==> config.mk <==
export PLATFORM = sky130hd
export DESIGN_NAME = mult_arbiter_flat
export DESIGN_NICKNAME = d
export VERILOG_FILES = /design/src/rtl/mult_arbiter_if.sv /design/src/rtl/mult_arbiter.sv /design/src/flat_wrapper.sv
export SDC_FILE = /design/constraint.sdc
export NUM_CORES = 1
export LEC_CHECK = 0
export CAP_MARGIN = 20
export CORE_AREA = 2 2 177 179
export DETAILED_ROUTE_END_ITERATION = 10
export DIE_AREA = 0 0 179 181
export PLACE_DENSITY = 0.48
export SYNTH_ARGS = -nofsm -noshare
export SYNTH_HDL_FRONTEND = slang
export SYNTH_SLANG_ARGS = --single-unit
==> constraint.sdc <==
create_clock -name clk -period 4.2 [get_ports clk]
set_input_delay 0.42 -clock clk [delete_from_list [all_inputs] [get_ports clk]]
set_output_delay 0.42 -clock clk [all_outputs]
set_load 0.02 [all_outputs]
==> src/rtl/mult_arbiter_if.sv <==
// Requester, multiplier and response signals shared between mult_arbiter (slave)
// and the requesters plus external multiplier that surround it (master).
interface mult_arbiter_if #(
   parameter int N     = 4,
   parameter int WIDTH = 32,
   parameter int IDW   = 2
);

   logic [N-1:0]       req;
   logic [N*WIDTH-1:0] a_in;
   logic [N*WIDTH-1:0] b_in;
   logic [N-1:0]       gnt;
   logic [WIDTH-1:0]   mul_a;
   logic [WIDTH-1:0]   mul_b;
   logic [2*WIDTH-1:0] mul_y;
   logic               rsp_valid;
   logic [IDW-1:0]     rsp_id;
   logic [2*WIDTH-1:0] rsp_y;
   logic               busy;

   modport master (
      output req, a_in, b_in, mul_y,
      input  gnt, mul_a, mul_b, rsp_valid, rsp_id, rsp_y, busy
   );

   modport slave (
      input  req, a_in, b_in, mul_y,
      output gnt, mul_a, mul_b, rsp_valid, rsp_id, rsp_y, busy
   );

endinterface

==> src/rtl/mult_arbiter.sv <==
// Round-robin front end for a shared pipelined multiplier; a tag pipeline carries
// each requester ID alongside its operands so the product can be routed back.
module mult_arbiter #(
   parameter int N       = 4,
   parameter int WIDTH   = 32,
   parameter int MUL_LAT = 2,
   parameter int IDW     = 2
) (
   input logic           clk,
   input logic           rst,
   mult_arbiter_if.slave bus
);

   localparam logic [IDW:0] NCOUNT = (IDW+1)'(N);

   logic [IDW-1:0]            ptr;
   logic [N-1:0]              outstanding;
   logic [N-1:0]              eligible;
   logic [N-1:0]              eligRot;
   logic                      found;
   logic [IDW-1:0]            offset;
   logic [IDW:0]              rawSum;
   logic [IDW:0]              idSum;
   logic [IDW:0]              ptrSum;
   logic [IDW-1:0]            grantId;
   logic [IDW-1:0]            ptrNext;
   logic [N-1:0]              grantMask;
   logic [N-1:0]              doneMask;
   logic [WIDTH-1:0]          mulA;
   logic [WIDTH-1:0]          mulB;
   logic [MUL_LAT:0]          tagValid;
   logic [MUL_LAT:0][IDW-1:0] tagId;

   assign eligible = bus.req & ~outstanding;

   // Rotate eligibility so bit 0 is the requester at ptr; the lowest set bit wins.
   always_comb begin
      eligRot = N'({eligible, eligible} >> ptr);
      found   = 1'b0;
      offset  = '0;
      for (int j = N - 1; j >= 0; j--) begin
         if (eligRot[j]) begin
            found  = 1'b1;
            offset = IDW'(j);
         end
      end
      rawSum  = {1'b0, ptr} + {1'b0, offset};
      idSum   = (rawSum >= NCOUNT) ? rawSum - NCOUNT : rawSum;
      grantId = idSum[IDW-1:0];
      ptrSum  = idSum + (IDW+1)'(1);
      ptrNext = (ptrSum >= NCOUNT) ? '0 : ptrSum[IDW-1:0];
   end

   // Grant is suppressed during reset so nothing is seen as accepted.
   always_comb begin
      grantMask = '0;
      doneMask  = '0;
      for (int i = 0; i < N; i++) begin
         if (found && !rst && grantId == IDW'(i)) grantMask[i] = 1'b1;
         if (tagValid[MUL_LAT] && tagId[MUL_LAT] == IDW'(i)) doneMask[i] = 1'b1;
      end
   end

   always_ff @(posedge clk or posedge rst) begin
      if (rst) begin
         ptr         <= '0;
         outstanding <= '0;
         mulA        <= '0;
         mulB        <= '0;
         tagValid    <= '0;
         tagId       <= '0;
      end else begin
         outstanding <= (outstanding & ~doneMask) | grantMask;
         tagValid    <= {tagValid[MUL_LAT-1:0], found};
         tagId       <= {tagId[MUL_LAT-1:0], grantId};
         if (found) begin
            ptr  <= ptrNext;
            mulA <= bus.a_in[int'(grantId)*WIDTH +: WIDTH];
            mulB <= bus.b_in[int'(grantId)*WIDTH +: WIDTH];
         end
      end
   end

   assign bus.gnt       = grantMask;
   assign bus.mul_a     = mulA;
   assign bus.mul_b     = mulB;
   assign bus.rsp_valid = tagValid[MUL_LAT];
   assign bus.rsp_id    = tagId[MUL_LAT];
   assign bus.rsp_y     = bus.mul_y;
   assign bus.busy      = |outstanding;

endmodule

==> src/flat_wrapper.sv <==
// flat-port wrapper written by rule: the top's interface ports become plain ports
module mult_arbiter_flat 
#(
   parameter int N       = 4,
   parameter int WIDTH   = 32,
   parameter int MUL_LAT = 2,
   parameter int IDW     = 2
)
  (clk, rst, bus_req, bus_a_in, bus_b_in, bus_mul_y, bus_gnt, bus_mul_a, bus_mul_b, bus_rsp_valid, bus_rsp_id, bus_rsp_y, bus_busy);
  mult_arbiter_if #(.N(N), .WIDTH(WIDTH), .IDW(IDW)) bus_i ();
  input logic clk;
  input logic rst;
  input wire logic [$bits(bus_i.req)-1:0] bus_req;
  input wire logic [$bits(bus_i.a_in)-1:0] bus_a_in;
  input wire logic [$bits(bus_i.b_in)-1:0] bus_b_in;
  input wire logic [$bits(bus_i.mul_y)-1:0] bus_mul_y;
  output wire logic [$bits(bus_i.gnt)-1:0] bus_gnt;
  output wire logic [$bits(bus_i.mul_a)-1:0] bus_mul_a;
  output wire logic [$bits(bus_i.mul_b)-1:0] bus_mul_b;
  output wire logic [$bits(bus_i.rsp_valid)-1:0] bus_rsp_valid;
  output wire logic [$bits(bus_i.rsp_id)-1:0] bus_rsp_id;
  output wire logic [$bits(bus_i.rsp_y)-1:0] bus_rsp_y;
  output wire logic [$bits(bus_i.busy)-1:0] bus_busy;
  assign bus_i.req = bus_req;
  assign bus_i.a_in = bus_a_in;
  assign bus_i.b_in = bus_b_in;
  assign bus_i.mul_y = bus_mul_y;
  assign bus_gnt = bus_i.gnt;
  assign bus_mul_a = bus_i.mul_a;
  assign bus_mul_b = bus_i.mul_b;
  assign bus_rsp_valid = bus_i.rsp_valid;
  assign bus_rsp_id = bus_i.rsp_id;
  assign bus_rsp_y = bus_i.rsp_y;
  assign bus_busy = bus_i.busy;
  mult_arbiter #(.N(N), .WIDTH(WIDTH), .MUL_LAT(MUL_LAT), .IDW(IDW)) u_core (.clk(clk), .rst(rst), .bus(bus_i));
endmodule
# Word level (Yosys, flattened, before mapping)
# Index checks and enable logic that the tools add are counted.
word_totals:
  register_bits: 79
  latchBits: 0
  ramBits: 0
  rom_bits: 0
  in_bits: 326
  output_inout_bits: 136
  word_cells: 58
  mem_count: 0
classes:
  addsub: 3
  multipliers: 0
  div: 0
  magnitude_cmp: 2
  n_eq_ne: 6
  n_shift: 3
  n_mux: 18
  bitwise: 5
  n_reduce_logical: 13
ops:
  columns: ["op", "count"]
  rows:
  - ["indexed part select 128 x 8 -> 32 bit", 2]
  - ["2-to-1 mux 1 bit", 12]
  - ["2-to-1 mux 2 bit", 5]
  - ["logical AND 1 bit", 9]
  - ["bitwise AND 4 bit", 2]
  - ["equality test 2 bit (second input constant)", 4]
  - ["inverter 4 bit", 2]
  - [">> shifter 8 x 2 -> 4 bit", 1]
  - [">= comparator 3 bit (second input constant)", 2]
  - ["equality test 2 x 1 -> 1 bit (second input constant)", 2]
  - ["logical NOT 2 bit", 2]
  - ["bitwise OR 4 bit", 1]
  - ["OR reduction 4 bit", 1]
  - ["adder 2 x 2 -> 3 bit", 1]
  - ["adder 3 x 1 -> 3 bit (second input constant)", 1]
  - ["2-to-1 mux 3 bit", 1]
  - ["subtractor 3 bit (second input constant)", 1]
  - ["logical NOT 1 bit", 1]

# Depth between registers and ports, before layout
logic_depth:
  depth_word: 14
  mapped_depth: 12
  mapped_depth_nobuf: 10

# Worst setup path before layout
# Ideal clock, no wire load.
synth_path:
  path_kind: "reg2out"
  startpoint: "register u_core.ptr[0]"
  endpoint: "output bus_gnt[3]"
  arrival_ns: 2.851
  required_time_ns: 3.780
  slack_ns: 0.929
  stages_incl_launch_ff: 12
  n_path_buf: 5
  cell_sequence: "dfrtp_1 > buf_2 > clkbuf_1 > nor3_1 > a311oi_1 > o21ai_0 > ha_1 > clkbuf_1 > buf_2 > clkbuf_1 > nand2_1 > nor2_1"
synth_between:
  elab_chain_len: 11
  elab_cells_between_ends: 17
  classes_between: "2 x add/sub; 1 x order compare; 1 x eq/ne; 1 x shift; 10 x mux; 2 x reduce/logical"
synth_lines:
  columns: ["item", "line_no", "source"]
  rows:
  - ["start: declaration", "mult_arbiter.sv:16", "logic [IDW-1:0] ptr;"]
  - ["start signal: assignment", "mult_arbiter.sv:77", "ptr <= ptrNext;"]
  - [">> shifter 8 x 2 -> 4 bit", "mult_arbiter.sv:38", "eligRot = N'({eligible, eligible} >> ptr);"]
  - ["2-to-1 mux 2 bit (4 in a row)", "mult_arbiter.sv:42", "if (eligRot[j]) begin"]
  - ["adder 2 x 2 -> 3 bit", "mult_arbiter.sv:47", "rawSum = {1'b0, ptr} + {1'b0, offset};"]
  - ["subtractor 3 bit / >= comparator 3 bit (equally long branches)", "mult_arbiter.sv:48", "idSum = (rawSum >= NCOUNT) ? rawSum - NCOUNT : rawSum;"]
  - ["2-to-1 mux 3 bit", "mult_arbiter.sv:48", null]
  - ["equality test 2 bit", "mult_arbiter.sv:59", "if (found && !rst && grantId == IDW'(i)) grantMask[i] = 1'b1;"]
  - ["logical AND 1 bit *", "mult_arbiter.sv:59", null]
  - ["2-to-1 mux 1 bit *", "mult_arbiter.sv:59", null]
  - ["end: declaration", "flat_wrapper.sv:17", "output wire logic [$bits(bus_i.gnt)-1:0] bus_gnt;"]
# Mark *: on every way between the ends. The rest lies on a longest branch, timed or not.

# Final worst setup path
layout_path:
  startpoint: "input bus_req[2]"
  endpoint: "output bus_gnt[2]"
layout_between:
  elab_chain_len: 12
  elab_cells_between_ends: 18
  classes_between: "2 x add/sub; 1 x order compare; 1 x eq/ne; 1 x shift; 10 x mux; 1 x bitwise; 2 x reduce/logical"
layout_lines:
  columns: ["item", "line_no", "source"]
  rows:
  - ["start: declaration", "flat_wrapper.sv:13", "input wire logic [$bits(bus_i.req)-1:0] bus_req;"]
  - ["bitwise AND 4 bit *", "mult_arbiter.sv:34", "assign eligible = bus.req & ~outstanding;"]
  - [">> shifter 8 x 2 -> 4 bit *", "mult_arbiter.sv:38", null]
  - ["2-to-1 mux 2 bit (4 in a row)", "mult_arbiter.sv:42", null]
  - ["adder 2 x 2 -> 3 bit", "mult_arbiter.sv:47", null]
  - ["subtractor 3 bit / >= comparator 3 bit (equally long branches)", "mult_arbiter.sv:48", null]
  - ["2-to-1 mux 3 bit", "mult_arbiter.sv:48", null]
  - ["equality test 2 bit", "mult_arbiter.sv:59", null]
  - ["logical AND 1 bit *", "mult_arbiter.sv:59", null]
  - ["2-to-1 mux 1 bit *", "mult_arbiter.sv:59", null]
# Marks and branches as above.

==> impl_metrics.ini <==
[clock_network]
cts_made_buffers = 9
clk_pin_slew_ns = 0.06
cts_hold_buf = 0
cts_resized = 0
cts_buffer_depth = 2
cts_tree = yes
postCtsSetupBuffers = 0
cts_max_level = 3
clock_latency_ns = 0.34
cts_root_buf = clkbuf_16
cts_sinks = 79

[die]
rows = 64
ios = 462
die_x_um = 179
die_area_sq_um = 32400
initial_core_util_pct = 18.2
die_height_um = 181
core_area_sq_um = 30300

[routing]
viasPerCell = 4.26
dr_total_vias = 4977
firstDrtPassIters = 4
wl_per_cell_um = 17.9
ant_nets = 0
wl_mm = 20.9
route.detailed.drc = 0
initialDrtViolationCount = 145

[global_routing]
grt.total_usage_pct = 12.5
grt_pass1_vias = 5200
grt_antenna_before_repair = 0
grt_max_degree = 66
grt_pass1_wl_mm = 30.5
grt_overflow = 0

[timing]
hold_violations = 0
tightest_slew_ns = 0.812
finalClockSkew_ns = 0.0105
fin_crit_ns = 3.72
setup_ws_ns = 0.478
setup_viol = 0
fin_crit_sh_pct = 88.6
drv_slew = 0
grt_setup_unrepaired = no
tns_ns = 0
clock.fmax_mhz = 269
relSlewSlack_pct = 45.8

[logic_synthesis]
synth_area_sq_um = 5530
async_reset_ff_share_pct = 100
syn_area_per_cell_sq_um = 10.7
synthCells = 515
syn_nets = 844
synthFlopType = dfrtp_1
yosysWarnings = 0
synth-seq-area-share_pct = 35.7
ys_ff_latch = 79
ys_types = 45
synth-edff-count = 0

[finish]
nets = 1095
drive_above_1_share_pct = 10.6
diodes = 0
mostFrequentLayoutCell = clkdlybuf4s50_1
final_cell_mix = clkdlybuf4s50_1 (333), mux2i_1 (128), dfrtp_1 (79), nand2_1 (67), o221ai_2 (40)
syn2layout_area_growth_pct = 65.8

[worst_setup_path]
critical_path_class = input pin to output pin
cp_max_fo = 6
arrival_ns = 3.30
setup.worst_path.start_class = input pin
end_kind = output pin
cp.required_ns = 3.78
rr_worst_depth = 9

[hold_path]
min_delay_path_depth = 0
hold_class = register to register

[outcome]
status = complete, no violations

[place]
gp_congestion = 0.759
dpl.hpwl_mm = 15.9
port_buffers = 333
dp_slack_ns = 0.471

[pwr]
p_leak_uw = 0.00366
peakVddDrop_mv = 0.898
power-per-cell-area_nw_per_um2 = 963

[run]
cap_violations = 0
cells in the mapped netlist (2+ instances only):
| cell | n | area, sq um |
|---|---|---|
| mux2i_1 | 128 | 1280 |
| a311oi_1 | 2 | 17.5 |
| clkbuf_1 | 21 | 78.8 |
| o21ai_0 | 9 | 45.0 |
| nor3_1 | 7 | 35.0 |
| inv_1 | 4 | 15.0 |
| buf_1 | 2 | 7.51 |
| ha_1 | 3 | 37.5 |
| a211oi_1 | 2 | 15.0 |
| a21oi_1 | 7 | 35.0 |
| buf_4 | 66 | 495 |
| nand2b_1 | 4 | 25.0 |
| buf_6 | 8 | 90.1 |
| dfrtp_1 | 79 | 1980 |
| buf_2 | 10 | 50.1 |
| nor2_1 | 4 | 15.0 |
| and2b_1 | 2 | 15.0 |
| o221ai_1 | 24 | 210 |
| nand2_1 | 67 | 251 |
| o221ai_2 | 40 | 601 |
| o31ai_1 | 2 | 15.0 |
cells by family (layout without fill, tap and decap cells):
| logic type | Yosys count | count (layout) | synth area share [%] |
|---|---|---|---|
| buffers and inverters | 112 | 368 | 13.4 |
| flip-flops | 79 | 79 | 35.7 |
| adder cells (fa/ha/maj) | 3 | 3 | 0.679 |
| XOR/XNOR | 2 | 2 | 0.317 |
| AND/OR/NAND/NOR | 93 | 93 | 7.46 |
| multiplexers | 128 | 128 | 23.2 |
| AO/OA/AOI/OAI | 98 | 98 | 19.2 |
flip-flops by register name, indices dropped and copies added, names as in the netlist:
name                count
u_core.bus.mul_a       32
u_core.tagId            4
u_core.bus.rsp_id       2
u_core.tagValid         3
u_core.outstanding      4
u_core.bus.mul_b       32
u_core.ptr              2
metal layers:
| layer | GRT usage [%] | vias to the layer above | part of all wire (%) |
|---|---|---|---|
| li1 | - | 2350 | - |
| met1 | 13.6 | 2353 | 37 |
| met2 | 22.5 | 235 | 51 |
| met3 | 3.89 | 39 | 9.1 |
| met4 | 4.72 | 0 | 2.7 |
| met5 | 0 | - | 0 |
worst max-delay path: stages:
cell and delay (ns):
clkdlybuf4s50_1 0.53, and2b_1 0.26, nor3_1 0.08, a311oi_1 0.24
o21ai_0 0.22, ha_4 0.26, a2111oi_2 0.40, a21oi_4 0.09
nor3_1 0.16, clkdlybuf4s50_1 0.64
metrics by stage:
stage | cell area, sq um | instances | hold slack, ns | power [uW] | util (%)
floorplan | 5530 | 515 | 0.331 | 6120 | -
global placement | 8820 | 1151 | 0.334 | 8020 | 29.1
detailed placement | 8820 | 1151 | 0.336 | 8040 | 29.1
CTS | 9170 | 1167 | 0.350 | 9030 | 30.2
global route | 9170 | 1167 | 0.361 | 9500 | 30.2
finish | 9170 | 1167 | 0.346 | 8840 | 30.2
path summary, 6_finish.rpt:
path	startpoint	endpoint	slack, ns
hold / removal	u_core.tagValid[0]	u_core.tagValid[1]	0.35
setup / recovery	bus_req[2]	bus_gnt[2]	0.48
setup reg to reg	u_core.outstanding[2]	u_core.bus.mul_b[29]	1.21
hold reg to reg	u_core.tagValid[0]	u_core.tagValid[1]	0.35
max in group asynchronous	rst	u_core.bus.mul_b[18]	2.94
min in group asynchronous	rst	u_core.ptr[1]	0.73
layout make-up:
class / count / area, sq um
clock buffers: 10 / 239
multi-input cells: 324 / 2850
inverters: 4 / 16.3
fillers: 3168 / 21200
well taps: 396 / 495
repair buffers: 348 / 3480
flip-flops and latches: 79 / 1980
clock inverters: 6 / 116
power by group:
part	total, uW	internal, uW	switching, uW
Sequential	1470	1220	248
Combinational	6400	2970	3430
Clock	965	603	362
Total	8840	4790	4040
Power figures use the tool's default switching activity.
